## src/rtl/logic_analyser_capture_if.sv

```systemverilog
// rtl/logic_analyser_capture_if.sv - probe/output bus of the logic-analyser capture channel
// master drives the probe and observes the output; slave is the capture block.
interface logic_analyser_capture_if #(
  parameter int WIDTH = 4
);
  logic [WIDTH-1:0] io_in0;
  logic [WIDTH-1:0] io_out0;

  modport master (output io_in0, input io_out0);
  modport slave (input io_in0, output io_out0);
endinterface

```

## src/rtl/logic_analyser_capture.sv

```systemverilog
// rtl/logic_analyser_capture.sv - single-channel trigger, capture and cyclic replay
// Arms on reset, captures DEPTH samples from the first probe change, then replays them forever.
module logic_analyser_capture #(
  parameter int WIDTH = 4,
  parameter int DEPTH = 16
) (
  input  logic                      clk,
  input  logic                      reset,
  logic_analyser_capture_if.slave   io_bus
);

  localparam int AW = $clog2(DEPTH);

  typedef enum logic [1:0] {
    ARMED   = 2'd0,
    CAPTURE = 2'd1,
    REPLAY  = 2'd2
  } state_t;

  state_t           r_state;
  logic [WIDTH-1:0] r_prev;
  logic [AW-1:0]    r_wr_ptr;
  logic [AW-1:0]    r_rd_ptr;
  logic [WIDTH-1:0] r_out_q;
  logic [WIDTH-1:0] r_mem [DEPTH];

  logic [WIDTH-1:0] w_sample;
  assign w_sample       = io_bus.io_in0;
  assign io_bus.io_out0 = r_out_q;

  // Capture memory is deliberately left uncleared by reset.
  always_ff @(posedge clk) begin
    if (reset) begin
      r_state  <= ARMED;
      r_prev   <= '0;
      r_wr_ptr <= '0;
      r_rd_ptr <= '0;
      r_out_q  <= '0;
    end else begin
      case (r_state)
        ARMED: begin
          r_prev  <= w_sample;
          r_out_q <= w_sample;
          if (w_sample != r_prev) begin
            r_mem[0] <= w_sample;
            r_wr_ptr <= AW'(1);
            r_state  <= CAPTURE;
          end
        end
        CAPTURE: begin
          r_mem[r_wr_ptr] <= w_sample;
          r_prev          <= w_sample;
          r_out_q         <= w_sample;
          r_wr_ptr        <= r_wr_ptr + AW'(1);
          if (r_wr_ptr == AW'(DEPTH - 1)) begin
            r_rd_ptr <= '0;
            r_state  <= REPLAY;
          end
        end
        REPLAY: begin
          r_out_q  <= r_mem[r_rd_ptr];
          r_rd_ptr <= r_rd_ptr + AW'(1);
        end
        default: r_state <= ARMED;
      endcase
    end
  end

endmodule

```

## src/flat_wrapper.sv

```systemverilog
// flat-port wrapper written by rule: the top's interface ports become plain ports
module logic_analyser_capture_flat 
#(
  parameter int WIDTH = 4,
  parameter int DEPTH = 16
)
  (clk, reset, io_bus_io_in0, io_bus_io_out0);
  logic_analyser_capture_if #(.WIDTH(WIDTH)) io_bus_i ();
  input  logic clk;
  input  logic reset;
  input wire logic [$bits(io_bus_i.io_in0)-1:0] io_bus_io_in0;
  output wire logic [$bits(io_bus_i.io_out0)-1:0] io_bus_io_out0;
  assign io_bus_i.io_in0 = io_bus_io_in0;
  assign io_bus_io_out0 = io_bus_i.io_out0;
  logic_analyser_capture #(.WIDTH(WIDTH), .DEPTH(DEPTH)) u_core (.clk(clk), .reset(reset), .io_bus(io_bus_i));
endmodule
```

## config.mk

```make
export PLATFORM = sky130hd
export DESIGN_NAME = logic_analyser_capture_flat
export DESIGN_NICKNAME = d
export VERILOG_FILES = /design/src/rtl/logic_analyser_capture_if.sv /design/src/rtl/logic_analyser_capture.sv /design/src/flat_wrapper.sv
export SDC_FILE = /design/constraint.sdc
export NUM_CORES = 1
export LEC_CHECK = 0
export ABC_AREA = 1
export CAP_MARGIN = 40
export CORE_MARGIN = 8
export CORE_UTILIZATION = 55
export CTS_CLUSTER_DIAMETER = 30
export DETAILED_ROUTE_END_ITERATION = 10
export GPL_ROUTABILITY_DRIVEN = 0
export GPL_TIMING_DRIVEN = 1
export PLACE_DENSITY = 0.83
export SYNTH_ARGS = -nofsm -noshare
export SYNTH_HDL_FRONTEND = slang
export SYNTH_SLANG_ARGS = --single-unit
```

## constraint.sdc

```tcl
create_clock -name clk -period 1.9 [get_ports clk]
set_input_delay 0.19 -clock clk [delete_from_list [all_inputs] [get_ports clk]]
set_output_delay 0.19 -clock clk [all_outputs]
set_load 0.05 [all_outputs]
```

# --- Word level (Yosys, flattened, before mapping) ---
# Memories as Yosys holds them, arrays and structs flattened. A register that Yosys moved wholly into a read port is not among the register bits.
# Cells that the tools add are included.
# Widths: inputs -> output; s select.
classes:
  muxes: 20
  reduce_logical: 9
  n_addsub: 2
  bitwise: 1
  eq_ne: 6
op_table:
  columns: ["operator", "count"]
  rows:
  - ["$mux 4", 6]
  - ["$pmux 4 s2", 3]
  - ["$add 4x1->4 const B", 2]
  - ["$mux 1", 8]
  - ["$pmux 2 s3", 1]
  - ["$reduce_bool 2->1", 3]
  - ["$eq 4x4->1 const B", 1]
  - ["$mux 2", 2]
  - ["$ne 2x1->1 const B", 2]
  - ["$ne 4x4->1", 1]
  - ["$reduce_and 2->1", 2]
  - ["$reduce_or 4->1", 1]
  - ["$reduce_and 3->1", 1]
  - ["$eq 2x1->1 const B", 1]
  - ["$eq 2x2->1 const B", 1]
  - ["$logic_not 2->1", 1]
  - ["$reduce_or 2->1", 1]
  - ["$not 1->1", 1]
totals:
  ramBits: 64
  output_inout_bits: 4
  mem_count: 1
  reg_bits: 18
memory_table:
  columns: ["memory", "depth", "width", "rd", "rd_clocked_by_memory_dff", "write_ports", "line_no", "source"]
  rows:
  - ["u_core.r_mem", 16, 4, 1, 1, 1, "logic_analyser_capture.sv:25", "logic [WIDTH-1:0] r_mem [DEPTH];"]

# --- Logic depth before layout (Yosys ltp) ---
logic_depth:
  ltp_word: 6
  depth_mapped: 11
  ltp_nobuf: 9

# --- Worst setup path after synthesis ---
# No wires, ideal clock.
synth_timing:
  path_kind: "reg-to-reg"
  from: "reg u_core.r_state[1]"
  to: "mem u_core.r_mem[0][0] (enable)"
  setup_slack_ns: 0.383
  arrival_ns: 1.156
  path_stages_with_launch: 8
  period_less_slack_ns: 1.517
  path_cell_list: "dfxtp_1 > buf_6 > inv_6 > nand2_4 > inv_4 > nand2_2 > a21oi_1 > nor3_1"
synth_via:
  elab_chain_cells: 6
  word_cells_on_any_way: 11
  cone_classes: "eq/ne: 1; mux: 8; reduce/logical: 2"
synth_rtl:
  columns: ["item", "line_no", "source"]
  rows:
  - ["start: declaration", "logic_analyser_capture.sv:20", "state_t r_state;"]
  - ["start signal: assignment", "logic_analyser_capture.sv:34", "r_state <= ARMED;"]
  - ["start signal: assignment", "logic_analyser_capture.sv:47", "r_state <= CAPTURE;"]
  - ["start signal: assignment", "logic_analyser_capture.sv:57", "r_state <= REPLAY;"]
  - ["$eq 2x1->1", "logic_analyser_capture.sv:40", "case (r_state)"]
  - ["$mux 1", "logic_analyser_capture.sv:40", null]
  - ["$mux 1", "logic_analyser_capture.sv:33", "if (reset) begin"]
  - ["$mux 1 (implied by the code)", "logic_analyser_capture.sv:51", "r_mem[r_wr_ptr] <= w_sample;"]
  - ["$reduce_or 4->1 (no line)", null, null]
  - ["$mux 4 (no line) or $mux 1 (tied branches)", null, null]
  - ["end: declaration", "logic_analyser_capture.sv:25", null]
# Several ways; a longest one is shown, not always the timed one.

# --- Worst setup path in the final report ---
layout_timing:
  from: "reg u_core.r_out_q[3] (netlist: u_core.io_bus.io_out0[3])"
  to: "out io_bus_io_out0[3]"
layout_rtl:
  columns: ["item", "line_no", "source"]
  rows:
  - ["start: declaration", "logic_analyser_capture.sv:24", "logic [WIDTH-1:0] r_out_q;"]
  - ["start signal: assignment", "logic_analyser_capture.sv:43", "r_out_q <= w_sample;"]
  - ["start signal: assignment", "logic_analyser_capture.sv:53", "r_out_q <= w_sample;"]
  - ["start signal: assignment", "logic_analyser_capture.sv:61", "r_out_q <= r_mem[r_rd_ptr];"]
  - ["end: declaration", "flat_wrapper.sv:12", "output wire logic [$bits(io_bus_i.io_out0)-1:0] io_bus_io_out0;"]
# No word-level cell between the ends.

==> results.py <==
metrics = {
    "outcome": {
        "status": "completed",
    },
    "setup_path": {
        "start_kind": "flip-flop",
        "rr_endpoint": "u_core.r_mem[11][3]",
        "cp.arrival_ns": 1.56,
        "critPathMaxFanout": 2,
        "end_kind": "output pin",
        "rrSetupSlack_ns": 0.23,
        "cp_num_buf_inv": 1,
        "r2r_start": "u_core.r_state[1]",
        "path_cells": "clkdlybuf4s50_1",
        "cp.depth": 1,
        "crit_path_max_incr_delay_ns": 0.82,
        "worstSetupStartpoint": "u_core.io_bus.io_out0[3]",
        "critPathKind": "reg2out",
        "worstPathRequired_ns": 1.71,
        "cp_top_family": "buffers and inverters",
        "crit_path_top_delay_cell": "clkdlybuf4s50_1",
        "worst-r2r-cell-count": 7,
    },
    "cts": {
        "cts_max_level": 3,
        "cts_resized": 0,
        "cts.sinks": 86,
        "cts_tree": "done",
        "cts_buffers": 9,
        "worstSkewPairLatency_ns": 0.36,
        "cts-hold-fix-buffers": 0,
        "clk_pin_slew_ns": 0.08,
        "ctsLongestPathBuffers": 2,
        "cts_post_setup_buffers_inserted": 0,
        "cts_root_buf": "clkbuf_8",
    },
    "die": {
        "fp.dieH_um": 99.5,
        "coreArea_um2": 6760,
        "row_count": 30,
        "initial_core_util_pct": 56.8,
        "chipWidth_um": 99.5,
        "top_level_ports": 10,
        "die_area_um2": 9900,
    },
    "timing": {
        "clock.fmax_ghz": 0.571,
        "finalSetupTns_ns": 0,
        "finClkSkew_ns": 0.00826,
        "setup_viol_count_final": 0,
        "worst_slew_pin_slew_ns": 0.524,
        "hold_viol": 0,
        "slew_headroom_pct": 65.0,
        "fin_crit_sh_pct": 92.2,
        "hold_slack_ns": 0.491,
        "finalMaxSlewViolations": 0,
        "rsz0062_at_grt": "false",
        "finalCriticalPeriod_ns": 1.75,
    },
    "detailed_routing": {
        "dr.pass1.iters": 5,
        "via_count": 2764,
        "wl_per_cell_um": 15.1,
        "drcViolationCount": 0,
        "routed_wirelength_mm": 7.65,
        "vias_per_cell": 5.45,
        "postRouteAntennaNets": 0,
        "drtIter0Drc": 307,
    },
    "synthesis": {
        "ys_ff_latch": 86,
        "syn_area_um2": 3830,
        "yosysSeqAreaShare_pct": 61.6,
        "synthArstFlopShare_pct": 0,
        "yosys_warnings": 0,
        "synth_cell_types": 31,
        "ys.flop_type": "edfxtp_1",
        "syn_nets": 412,
        "avgSynthCellArea_um2": 9.49,
        "synth_cells": 404,
        "synth-edff-count": 64,
    },
    "global_route": {
        "grt_max_degree": 33,
        "gr-total-overflow": 0,
        "grt_pass1_vias": 2731,
        "track_usage_pct": 16.9,
        "grt_antenna_before_repair": 0,
        "grt_pass1_wl_mm": 12.9,
    },
    "finish": {
        "nFillCells": 546,
        "post-route-util_pct": 62.4,
        "area_growth_pct": 9.85,
        "num_antenna_cells": 0,
        "nNetsFinal": 430,
        "drive_gt1_share_pct": 9.84,
    },
    "placement": {
        "io_buffers": 9,
        "hpwl_mm": 5.45,
    },
    "pwr": {
        "p_total_mw": 3.51,
        "ir_worst_vdd_mv": 0.640,
        "p_leak_nw": 1.76,
        "power_density_nw_per_um2": 834,
    },
    "hold_path": {
        "hp-class": "reg2reg",
        "hold_start": "u_core.r_prev[3]",
        "min_to": "u_core.r_prev[3]",
        "whs_path_depth": 2,
    },
    "run": {
        "cap_violations": 0,
    },
}
==> state kept, by name, summed over array words and instances, names as in the netlist, named ones only <==
signal / cells
u_core.io_bus.io_out0: 4
u_core.r_mem: 64
u_core.r_prev: 4
u_core.r_rd_ptr: 4
u_core.r_state: 2
u_core.r_wr_ptr: 4
==> cells in the final DEF, fill, tap and decap left out, types with 2 or more instances in the layout <==
cell             synthesis  final
o21ai_0                  2      2
buf_4                    3     13
inv_4                    1      4
inv_1                   63     63
nand4_1                  4      4
dfxtp_1                 22     22
a21oi_2                  3      3
nor3_1                   3      3
clkbuf_8                 0      9
nand3_1                 59     59
ha_1                     2      2
nor2_1                  20     20
inv_6                    2      4
edfxtp_1                64     64
a21oi_1                 13     13
o21ai_1                  2      2
nand2_1                114    114
clkdlybuf4s50_1          0      9
xnor2_1                  4      4
==> per-stage QoR <==
stage	worst slack, ns	cells	cell area [µm²]
3_5_place_dp	0.0496	491	4020
5_1_grt	0.0586	507	4210
6_report	0.149	507	4210
3_3_place_gp	0.129	491	4020
2_1_floorplan	0.383	404	3830
4_1_cts	0.111	507	4210
==> kinds of logic after synthesis <==
family | count (synthesis) | synth area share (%)
simple gates | 206 | 23.2
xor+xnor | 4 | 0.913
flops | 86 | 61.6
fa+ha+maj | 2 | 0.652
buf+inv | 83 | 10.1
compound gates | 23 | 3.49
==> how the worst max path moves through the flow <==
stage | end | slack (ns)
finish | io_bus_io_out0[3] | 0.15
global route | u_core.r_mem[11][3] | 0.06
CTS | io_bus_io_out0[2] | 0.11
detailed placement | u_core.r_mem[11][3] | 0.05
global placement | u_core.r_mem[13][1] | 0.13
floorplan | u_core.r_mem[0][0] | 0.38
==> routing by layer <==
metal | routed length (µm) | GRT usage [%]
met1 | 3180 | 21.0
met2 | 3760 | 27.2
met3 | 591 | 4.40
met4 | 116 | 6.98
met5 | 0 | 0
==> cell usage after synthesis (3+ instances only) <==
cell type	count	area share [%]
a21oi_1	13	1.7
a21oi_2	3	0.69
buf_2	4	0.52
buf_4	3	0.59
buf_6	6	1.8
dfxtp_1	22	11
edfxtp_1	64	50
inv_1	63	6.2
nand2_1	114	11
nand3_1	59	7.7
nand4_1	4	0.65
nor2_1	20	2.0
nor3_1	3	0.39
xnor2_1	4	0.91
==> power breakdown <==
| part | total, mW | internal [mW] | switching, mW |
|---|---|---|---|
| clock | 1.26 | 0.619 | 0.644 |
| sequential | 2.06 | 2.04 | 0.0184 |
| combinational | 0.190 | 0.0646 | 0.126 |
| total | 3.51 | 2.72 | 0.788 |
==> final cells by class <==
cell class	count	area [µm²]	area share, %
sequential	86	2360	56.1
multi-input combinational	235	1080	25.7
tap	80	100	2.38
clock buffer	10	128	3.03
timing repair buffer	23	208	4.93
inverter	67	265	6.30
clock inverter	6	66.3	1.57
Note: power is estimated with default switching activity, not from simulation.
